==> src/rtl/axil_slave_regfile.sv <==
// AXI4-Lite slave exposing NUM_REGS 32-bit registers; register 0 is a read-only ID word.
// Independent write (AW/W/B) and read (AR/R) state machines with fully registered outputs.
module axil_slave_regfile #(
  parameter int          NUM_REGS = 16,
  parameter logic [31:0] ID_VALUE = 32'hA5C0_0001
) (
  input  logic                    aclk,
  input  logic                    areset,
  input  logic [31:0]             s_axil_awaddr,
  input  logic                    s_axil_awvalid,
  output logic                    s_axil_awready,
  input  logic [31:0]             s_axil_wdata,
  input  logic [3:0]              s_axil_wstrb,
  input  logic                    s_axil_wvalid,
  output logic                    s_axil_wready,
  output logic [1:0]              s_axil_bresp,
  output logic                    s_axil_bvalid,
  input  logic                    s_axil_bready,
  input  logic [31:0]             s_axil_araddr,
  input  logic                    s_axil_arvalid,
  output logic                    s_axil_arready,
  output logic [31:0]             s_axil_rdata,
  output logic [1:0]              s_axil_rresp,
  output logic                    s_axil_rvalid,
  input  logic                    s_axil_rready,
  output logic [32*NUM_REGS-1:0]  regs_flat
);

  localparam int IW = $clog2(NUM_REGS);

  typedef enum logic {W_IDLE, W_RESP} w_state_t;
  typedef enum logic {R_IDLE, R_RESP} r_state_t;

  w_state_t    w_state_q, w_state_d;
  logic        aw_held_q, aw_held_d;
  logic        w_held_q, w_held_d;
  logic [29:0] awaddr_q, awaddr_d;
  logic [31:0] wdata_q, wdata_d;
  logic [3:0]  wstrb_q, wstrb_d;
  logic        awready_q, awready_d;
  logic        wready_q, wready_d;
  logic        bvalid_q, bvalid_d;
  logic [1:0]  bresp_q, bresp_d;
  logic [31:0] regs_q [NUM_REGS];
  logic [31:0] regs_d [NUM_REGS];

  r_state_t    r_state_q, r_state_d;
  logic        arready_q, arready_d;
  logic        rvalid_q, rvalid_d;
  logic [31:0] rdata_q, rdata_d;
  logic [1:0]  rresp_q, rresp_d;

  logic [IW-1:0] w_idx, ar_idx;
  logic          w_ok, ar_in_range;
  logic          unused_addr_bits;

  // Latched address holds addr[31:2]; byte offset bits never participate in decode.
  assign w_idx            = awaddr_q[IW-1:0];
  assign w_ok             = (awaddr_q[29:IW] == '0) && (w_idx != '0);
  assign ar_idx           = s_axil_araddr[IW+1:2];
  assign ar_in_range      = (s_axil_araddr[31:IW+2] == '0);
  assign unused_addr_bits = ^{s_axil_awaddr[1:0], s_axil_araddr[1:0]};

  always_comb begin
    w_state_d = w_state_q;
    aw_held_d = aw_held_q;
    w_held_d  = w_held_q;
    awaddr_d  = awaddr_q;
    wdata_d   = wdata_q;
    wstrb_d   = wstrb_q;
    bvalid_d  = bvalid_q;
    bresp_d   = bresp_q;
    regs_d    = regs_q;
    case (w_state_q)
      W_IDLE: begin
        if (awready_q && s_axil_awvalid) begin
          aw_held_d = 1'b1;
          awaddr_d  = s_axil_awaddr[31:2];
        end
        if (wready_q && s_axil_wvalid) begin
          w_held_d = 1'b1;
          wdata_d  = s_axil_wdata;
          wstrb_d  = s_axil_wstrb;
        end
        if (aw_held_q && w_held_q) begin
          if (w_ok) begin
            for (int b = 0; b < 4; b++) begin
              if (wstrb_q[b]) regs_d[w_idx][8*b +: 8] = wdata_q[8*b +: 8];
            end
          end
          bresp_d   = w_ok ? 2'b00 : 2'b10;
          bvalid_d  = 1'b1;
          w_state_d = W_RESP;
        end
      end
      W_RESP: begin
        if (s_axil_bready) begin
          bvalid_d  = 1'b0;
          aw_held_d = 1'b0;
          w_held_d  = 1'b0;
          w_state_d = W_IDLE;
        end
      end
      default: w_state_d = W_IDLE;
    endcase
    regs_d[0] = ID_VALUE;
    awready_d = (w_state_d == W_IDLE) && !aw_held_d;
    wready_d  = (w_state_d == W_IDLE) && !w_held_d;
  end

  // Reads sample regs_q, so a read coinciding with a commit sees the old value.
  always_comb begin
    r_state_d = r_state_q;
    rvalid_d  = rvalid_q;
    rdata_d   = rdata_q;
    rresp_d   = rresp_q;
    case (r_state_q)
      R_IDLE: begin
        if (arready_q && s_axil_arvalid) begin
          rdata_d   = ar_in_range ? regs_q[ar_idx] : 32'h0;
          rresp_d   = ar_in_range ? 2'b00 : 2'b10;
          rvalid_d  = 1'b1;
          r_state_d = R_RESP;
        end
      end
      R_RESP: begin
        if (s_axil_rready) begin
          rvalid_d  = 1'b0;
          r_state_d = R_IDLE;
        end
      end
      default: r_state_d = R_IDLE;
    endcase
    arready_d = (r_state_d == R_IDLE);
  end

  always_ff @(posedge aclk or posedge areset) begin
    if (areset) begin
      w_state_q <= W_IDLE;
      aw_held_q <= 1'b0;
      w_held_q  <= 1'b0;
      awaddr_q  <= '0;
      wdata_q   <= '0;
      wstrb_q   <= '0;
      awready_q <= 1'b0;
      wready_q  <= 1'b0;
      bvalid_q  <= 1'b0;
      bresp_q   <= 2'b00;
      r_state_q <= R_IDLE;
      arready_q <= 1'b0;
      rvalid_q  <= 1'b0;
      rdata_q   <= '0;
      rresp_q   <= 2'b00;
      for (int k = 0; k < NUM_REGS; k++) regs_q[k] <= (k == 0) ? ID_VALUE : 32'h0;
    end else begin
      w_state_q <= w_state_d;
      aw_held_q <= aw_held_d;
      w_held_q  <= w_held_d;
      awaddr_q  <= awaddr_d;
      wdata_q   <= wdata_d;
      wstrb_q   <= wstrb_d;
      awready_q <= awready_d;
      wready_q  <= wready_d;
      bvalid_q  <= bvalid_d;
      bresp_q   <= bresp_d;
      r_state_q <= r_state_d;
      arready_q <= arready_d;
      rvalid_q  <= rvalid_d;
      rdata_q   <= rdata_d;
      rresp_q   <= rresp_d;
      regs_q    <= regs_d;
    end
  end

  assign s_axil_awready = awready_q;
  assign s_axil_wready  = wready_q;
  assign s_axil_bvalid  = bvalid_q;
  assign s_axil_bresp   = bresp_q;
  assign s_axil_arready = arready_q;
  assign s_axil_rvalid  = rvalid_q;
  assign s_axil_rdata   = rdata_q;
  assign s_axil_rresp   = rresp_q;

  for (genvar gi = 0; gi < NUM_REGS; gi++) begin : g_flat
    assign regs_flat[32*gi +: 32] = regs_q[gi];
  end

endmodule

==> config.mk <==
export PLATFORM = sky130hd
export DESIGN_NAME = axil_slave_regfile
export DESIGN_NICKNAME = d
export VERILOG_FILES = /design/src/rtl/axil_slave_regfile.sv
export SDC_FILE = /design/constraint.sdc
export NUM_CORES = 1
export LEC_CHECK = 0
export BUFFER_PORTS_ARGS = -buffer_cell sky130_fd_sc_hd__buf_2
export CORE_ASPECT_RATIO = 1.75
export CORE_UTILIZATION = 30
export DETAILED_ROUTE_END_ITERATION = 16
export HOLD_SLACK_MARGIN = 0.05
export PLACE_DENSITY = 0.56
export SYNTH_ARGS = -nofsm -noshare
export SYNTH_HDL_FRONTEND = slang
export SYNTH_SLANG_ARGS = --single-unit
==> constraint.sdc <==
create_clock -name aclk -period 32.3 [get_ports aclk]
set_input_delay 9.69 -clock aclk [delete_from_list [all_inputs] [get_ports aclk]]
set_output_delay 9.69 -clock aclk [all_outputs]
set_load 0.02 [all_outputs]
* Word level (Yosys, flattened, before mapping)
Cells that the tools add are included.
** Storage, ports and cells
- Register bits :: 591
- Output and inout bits :: 553
** Operators by class
- Order comparisons :: 3
- Eq/ne operators :: 4
- Muxes and demuxes :: 49
- Bitwise gates (word level) :: 6
- Reductions and logical operators :: 20
** Operator list (number)
- $mux 512 :: 12
- $bwmux 512 :: 4
- $demux 32 s4 :: 4
- $mux 480 :: 1
- $bmux 32 s4 :: 1
- $mux 32 :: 4
- $logic_not 26->1 :: 2
- $mux 24 :: 1
- $mux 16 :: 1
- $mux 1 :: 12
- $pmux 1 s2 :: 6
- $reduce_and 2->1 :: 6
- $ge 5x5->1 const B :: 2
- $not 4->5 :: 2
- $logic_and 1x1->1 :: 8
- $mux 8 :: 1
- $ne 2x2->1 const B :: 4
- $lt 5x1->1 const B :: 1
- $mux 2 :: 2
- $not 1->1 :: 4
- $reduce_bool 4->1 :: 1
- $reduce_and 3->1 :: 1
- $logic_not 1->1 :: 2

* Longest topological paths before layout
Gate-level depths: netlist of run 1.
- Word-level depth :: 22
- Mapped depth :: 8
- Depth with buffers taken out :: 4

* Worst setup path after synthesis of run 1
OpenSTA, ideal clock, no wires.
- Kind :: input -> register
- From :: input s_axil_araddr[3]
- To :: register rdata_q[10], in the netlist s_axil_rdata[10]
- Library setup time :: 0.135 ns
- Arrival time :: 11.336 ns
- Required time :: 32.165 ns
- Path slack :: 20.829 ns
- Cell stages on the path :: 7
- Cells stage by stage :: clkbuf_1 -> buf_2 -> clkbuf_1 -> mux2_2 -> a221o_1 -> a21oi_1 -> o31ai_1
** Between the ends
- Longest elaborated chain between the ends :: 5
** RTL lines
- start, declared :: line 19 : input logic [31:0] s_axil_araddr,
- $not 4->5 (not written as such) :: line 120 : rdata_d = ar_in_range ? regs_q[ar_idx] : 32'h0;
- $bmux 32 s4 :: line 120
- $mux 32 (not written as such) (2 in a row) :: line 120
- $mux 32 :: line 120
- end signal, assigned :: line 169 : rdata_q <= rdata_d;
- end, declared :: line 50 : logic [31:0] rdata_q, rdata_d;
Every way passes these cells. The select of a mux whose other input is x is not followed.
A chain may end at the register's enable or synchronous reset.

==> results.sh, run 1 <==
export IMPL_max_slew_margin=0.232
export IMPL_fin_area_mm2=0.0331
export IMPL_cp_required_ns=32.90
export IMPL_timing_fmax_mhz=79.3
export IMPL_drv_cap=0
export IMPL_synthArstFlopShare=1.00
export IMPL_cts_resized=0
export IMPL_routed_via_density=5.19
export IMPL_vias=19000
export IMPL_slowest_delay_ns=0.90
export IMPL_synth_main_ff_cell="dfrtp_1"
export IMPL_die_h_um=401
export IMPL_cts_setup_buffers=0
export IMPL_dp_cells=3547
export IMPL_slowest_stage="buf_4"
export IMPL_setup_ws_ns=19.69
export IMPL_r2r_start="awaddr_q[23]$_DFFE_PP0P_"
export IMPL_hpwl_um=74600
export IMPL_root_buffer="clkbuf_16"
export IMPL_clkLatencyLatePin_ns=0.64
export IMPL_crit_path_end_kind="async pin"
export IMPL_layout_common_cells="buf_2, dfrtp_1, mux2_2"
export IMPL_cp_buffers_inverters=5
export IMPL_final_common_cell="buf_2"
export IMPL_grt_overflow_total=0
export IMPL_place_area_mm2=0.0312
export IMPL_p_leak_nw=17.5
export IMPL_p_per_area_mw_per_mm2=54.9
export IMPL_tightestPinTransition_ns=1.14
export IMPL_synthCells=1909
export IMPL_start_kind="input port"
export IMPL_first_pass_iters=7
export IMPL_ioPinCount=660
export IMPL_rsz0062_at_grt="no"
export IMPL_cts_htree_levels=2
export IMPL_rows=145
export IMPL_wl_per_cell_um=28.3
export IMPL_crit_family="buffers and inverters"
export IMPL_cts_hold_buf=0
export IMPL_crit_chain="buf_2 > inv_8 > buf_4 > buf_4 > buf_4"
export IMPL_fin_nets=2539
export IMPL_path_common_cell="buf_4"
export IMPL_grt_pass1_vias=20000
export IMPL_dieArea_mm2=0.0921
export IMPL_fin_crit_ns=12.61
export IMPL_final_core_util=0.370
export IMPL_clk_pin_slew_worst_paths_ns=0.06
export IMPL_vdd_drop_max_uv=75.9
export IMPL_slew_viol_final=0
export IMPL_final_instance_count_excl_fill=3658
export IMPL_finalHoldViolCount=0
export IMPL_drc=0
export IMPL_clock_sinks=589
export IMPL_synth_seq_cells=589
export IMPL_critPathKind="input port to async pin"
export IMPL_gp_congestion=0.846
export IMPL_crit_arrival_ns=13.20
export IMPL_finalCritPeriodShare=0.390
export IMPL_ys_types=40
export IMPL_antenna_found_initial=12
export IMPL_port_buffers=621
export IMPL_fin_skew_ns=0.0176
export IMPL_wl_um=103000
export IMPL_ys_seq_area_frac=0.541
export IMPL_hp_start="r_state_q$_DFF_PP0_"
export IMPL_final_layout_size_suffix_gt1_frac=0.567
export IMPL_area_delta_synth_final_pct=21.6
export IMPL_grtUsageTotal=0.221
export IMPL_pre_cts_ws_ns=18.94
export IMPL_synth_edf_count=0
export IMPL_start_util=0.304
export IMPL_grt_pass1_wl_um=148000
export IMPL_status="finished clean"
export IMPL_detail_route_antenna_nets=0
export IMPL_cts_tree="built"
export IMPL_worstSetupStartpoint="areset"
export IMPL_synth_avg_cell_area_um2=14.3
export IMPL_cts_path_max_buffers=3
export IMPL_path_max_fanout=131
export IMPL_die_x_um=230
export IMPL_first_iter_violations=1067
export IMPL_yosysWarnings=0
export IMPL_core_area_mm2=0.0896
export IMPL_grt_max_degree=132
export IMPL_setup_viol=0
export IMPL_cts_buffers=59
export IMPL_hold_class="flop to flop"
export IMPL_tns_ns=0
export IMPL_synth_cell_area_mm2=0.0272
[through the flow]
step / hold WS [ns] / power (W)
floorplan: 0.417 / 0.00102
global placement: 0.433 / 0.00111
global route: 0.484 / 0.00190
CTS: 0.441 / 0.00184
finish: 0.440 / 0.00182
detailed placement: 0.437 / 0.00112
[worst paths after layout]
| kind | endpoint | slack [ns] | cells after the start |
|---|---|---|---|
| max | regs_flat[294]$_DFFE_PP0P_ | 19.69 | 5 |
| min | s_axil_rvalid$_DFFE_PP0P_ | 0.44 | 1 |
| max reg2reg | regs_flat[123]$_DFFE_PP0P_ | 28.73 | 4 |
| min reg2reg | s_axil_rvalid$_DFFE_PP0P_ | 0.44 | 1 |
| max in group aclk | s_axil_rdata[22]$_DFFE_PP0P_ | 20.09 | 6 |
| min in group asynchronous | regs_flat[240]$_DFFE_PP0P_ | 9.17 | 2 |
[power breakdown]
group          internal [W]  leakage (nW)  switching [W]
sequential         0.000784          8.06       0.000135
combinational     0.0000804          8.49       0.000109
clock              0.000406         0.975       0.000306
total               0.00127          17.5       0.000550
[cells in the mapped netlist, types with 2 or more instances]
| master | n | area (um^2) |
|---|---|---|
| a211oi_1 | 7 | 52.6 |
| a21oi_1 | 27 | 135 |
| a221o_1 | 25 | 250 |
| a221oi_1 | 7 | 61.3 |
| a22oi_1 | 25 | 188 |
| and2_1 | 32 | 200 |
| and4b_1 | 4 | 40.0 |
| and4bb_2 | 6 | 75.1 |
| buf_1 | 10 | 37.5 |
| buf_2 | 74 | 370 |
| buf_4 | 38 | 285 |
| clkbuf_1 | 87 | 327 |
| conb_1 | 2 | 7.51 |
| dfrtp_1 | 589 | 14700 |
| inv_1 | 12 | 45.0 |
| mux2_2 | 570 | 6420 |
| mux2i_1 | 89 | 891 |
| mux4_2 | 71 | 1600 |
| nand2_1 | 99 | 372 |
| nand3_1 | 4 | 20.0 |
| nand4_1 | 2 | 12.5 |
| nor2_1 | 5 | 18.8 |
| nor2b_1 | 2 | 12.5 |
| nor4_1 | 11 | 68.8 |
| nor4_4 | 13 | 277 |
| nor4b_1 | 4 | 35.0 |
| o31ai_1 | 32 | 240 |
| or4_1 | 50 | 375 |
[state kept, by name (all words and copies together) (netlist names)]
name	flops
regs_flat	480
s_axil_rdata	32
wdata_q	32
awaddr_q	30
wstrb_q	4
aw_held_q	1
r_state_q	1
s_axil_arready	1
s_axil_awready	1
s_axil_bresp	1
s_axil_bvalid	1
s_axil_rresp	1
s_axil_rvalid	1
s_axil_wready	1
w_held_q	1
w_state_q	1
[final cells by class]
type                    instances  area, um^2
multi-input cells            1130       11600
inverters                      12        52.6
diodes                          3        7.51
clock inverters                21         256
repair buffers                640        3270
well taps                    1176        1470
flip-flops and latches        589       14700
clock buffers                  87        1710
fillers                      8753       56500
[layer usage]
layer,global-route usage,vias up,share of wire
met5,0,-,0.00089
met2,0.386,799,0.50
met4,0.113,14,0.059
met3,0.0560,219,0.072
met1,0.247,9917,0.37
li1,-,8022,-
[worst register-to-register path: stages (launching register included)]
cell and delay, ns:
dfrtp_1 0.38, nor4_1 0.76, nand3_4 0.70, nor4_4 1.19, mux2_2 0.43
[logic make-up (layout without fill, tap and decap cells)]
| group | count (synthesis) | count (layout) | synth area share |
|---|---|---|---|
| mux | 731 | 731 | 0.327 |
| buf+inv | 222 | 760 | 0.0395 |
| other cells | 2 | 37 | 0.000276 |
| simple gates | 237 | 237 | 0.0566 |
| compound gates | 128 | 128 | 0.0353 |
| flops | 589 | 589 | 0.541 |
No activity file was read; power rests on OpenSTA's default activity.
==> run 2: changes to the inputs <==
Clock period 32.3 ns to 11.7 ns, I/O delays scaled along.
==> run 2 against run 1 <==
Total power rose to 2.8 times the previous value. Flip-flop and latch count did not move. Worst hold slack improved by 0.021 ns. Die area did not move. Worst setup slack got worse by 15 ns. First-iteration DRC count fell by 10%. Register-to-register slack got worse by 21 ns. Critical path depth rose by 2. Count of clock-buffer cells in the layout fell by 8. Combinational power rose to 2.8 times the previous value.
==> results.sh, run 2 (synthesis results as in run 1) <==
export IMPL_cp_buffers_inverters=3
export IMPL_path_max_fanout=63
export IMPL_clock_sinks=589
export IMPL_largest_register_ffs=480
export IMPL_slowest_delay_ns=0.84
export IMPL_vdd_drop_max_uv=137
export IMPL_pwr_share_clk=0.394
export IMPL_drc=0
export IMPL_internal_power_w=0.00353
export IMPL_cts_path_max_buffers=3
export IMPL_grt_overflow_total=0
export IMPL_fin_nets=2536
export IMPL_core_area_mm2=0.0896
export IMPL_vias=18900
export IMPL_area_delta_synth_final_pct=21.8
export IMPL_slew_viol_final=0
export IMPL_first_pass_iters=4
export IMPL_grt_pass1_vias=20300
export IMPL_cp_required_ns=12.19
export IMPL_drv_cap=0
export IMPL_layout_common_cells="buf_2, dfrtp_1, mux2_2"
export IMPL_timing_fmax_mhz=153
export IMPL_grt_max_degree=180
export IMPL_p_sw_frac=0.302
export IMPL_tns_ns=0
export IMPL_seqPwrFrac=0.502
export IMPL_wl_per_cell_um=28.3
export IMPL_root_buffer="clkbuf_16"
export IMPL_fillers=8682
export IMPL_p_per_area_mw_per_mm2=153
export IMPL_finalCritPeriodShare=0.559
export IMPL_crit_chain="buf_6 > buf_4 > nor2b_4 > buf_4 > a221oi_1 > a211oi_1 > o31ai_1"
export IMPL_cts_setup_buffers=0
export IMPL_clkLatencyLatePin_ns=0.64
export IMPL_crit_path_end_kind="flop"
export IMPL_port_buffers=621
export IMPL_start_kind="input port"
export IMPL_slowest_stage="buf_4"
export IMPL_cts_hold_buf=0
export IMPL_fin_crit_ns=6.54
export IMPL_routed_via_density=5.19
export IMPL_final_core_util=0.370
export IMPL_cts_tree="built"
export IMPL_final_layout_size_suffix_gt1_frac=0.569
export IMPL_cts_htree_levels=2
export IMPL_antenna_found_initial=10
export IMPL_die_h_um=401
export IMPL_p_switching_w=0.00153
export IMPL_fin_skew_ns=0.0152
export IMPL_cts_buffers=58
export IMPL_crit_arrival_ns=7.03
export IMPL_clk_pin_slew_worst_paths_ns=0.07
export IMPL_detail_route_antenna_nets=0
export IMPL_start_util=0.304
export IMPL_gp_congestion=0.907
export IMPL_tightestPinTransition_ns=1.21
export IMPL_path_common_cell="buf_4"
export IMPL_hpwl_um=74200
export IMPL_setup_viol=0
export IMPL_first_iter_violations=957
export IMPL_dieArea_mm2=0.0921
export IMPL_p_leak_nw=17.5
export IMPL_cts_resized=0
export IMPL_critPathKind="input port to flop"
export IMPL_pre_cts_ws_ns=4.56
export IMPL_crit_family="buffers and inverters"
export IMPL_max_slew_margin=0.191
export IMPL_hold_class="flop to flop"
export IMPL_wl_um=103000
export IMPL_grt_pass1_wl_um=148000
export IMPL_setup_ws_ns=5.16
export IMPL_finalHoldViolCount=0
export IMPL_rsz0062_at_grt="no"
export IMPL_die_x_um=230
export IMPL_status="finished clean"
export IMPL_final_common_cell="buf_2"
export IMPL_ioPinCount=660
export IMPL_grtUsageTotal=0.221
export IMPL_comb_power_share=0.103
export IMPL_rows=145
==> run 2: cell count changes in the layout (fill, tap and decap cells not counted), sizes merged <==
cell	change
buf	-2
bufinv	+2
diode	-1
clkinv	-4
inv	+2
clkinvlp	+3
clkbuf	-8
==> run 2: layout make-up <==
class	instances	area, um^2	share of cell area
multi-input combinational	1130	11600	0.351
sequential	589	14700	0.444
clock inverter	24	339	0.0102
clock buffer	79	1660	0.0500
inverter	12	48.8	0.00147
antenna	2	5.00	0.000151
tap	1176	1470	0.0443
timing repair buffer	638	3290	0.0992
==> run 2: per-layer routing <==
metal  GRT usage  vias to the layer above  wire length [um]
met1       0.244                     9936             38100
met5           0                        -                76
li1            -                     8020                 -
met2       0.390                      758             52300
met4       0.110                       12              5570
met3      0.0546                      214              7020
==> run 2: worst register-to-register path, stage by stage (launching register included) <==
cell and delay [ns]:
dfrtp_1 0.38, nor4_1 0.79, nand3_4 0.71, or4_1 1.20, mux2_2 0.45
==> run 2: path summary, 6_finish.rpt <==
path / to / startpoint / slack (ns) / cells past startpoint
hold reg to reg: s_axil_rvalid$_DFFE_PP0P_ / r_state_q$_DFF_PP0_ / 0.46 / 1
max in group asynchronous: regs_flat[113]$_DFFE_PP0P_ / areset / 6.40 / 5
setup reg to reg: regs_flat[456]$_DFFE_PP0P_ / awaddr_q[23]$_DFFE_PP0P_ / 8.06 / 4
min in group asynchronous: regs_flat[429]$_DFFE_PP0P_ / areset / 2.87 / 2
setup / recovery: s_axil_rdata[22]$_DFFE_PP0P_ / s_axil_araddr[3] / 5.16 / 7
hold / removal: s_axil_rvalid$_DFFE_PP0P_ / r_state_q$_DFF_PP0_ / 0.46 / 1
==> run 2: power groups by stage <==
stage / Clock [W] / Combinational (W) / Sequential, W
floorplan: 0 / 0.000510 / 0.00231
global placement: 0 / 0.000518 / 0.00256
detailed placement: 0 / 0.000532 / 0.00258
CTS: 0.00205 / 0.000534 / 0.00254
global route: 0.00211 / 0.000565 / 0.00258
finish: 0.00200 / 0.000523 / 0.00254
==> run 2: per-stage QoR <==
step / hold slack (ns) / power [W] / instance area, um^2 / cells
6_report: 0.460 / 0.00506 / 33200 / 3650
5_1_grt: 0.499 / 0.00526 / 33200 / 3649
4_1_cts: 0.477 / 0.00513 / 33200 / 3648
3_5_place_dp: 0.456 / 0.00311 / 31200 / 3545
3_3_place_gp: 0.429 / 0.00307 / 31200 / 3545
2_1_floorplan: 0.417 / 0.00282 / 27400 / 1941
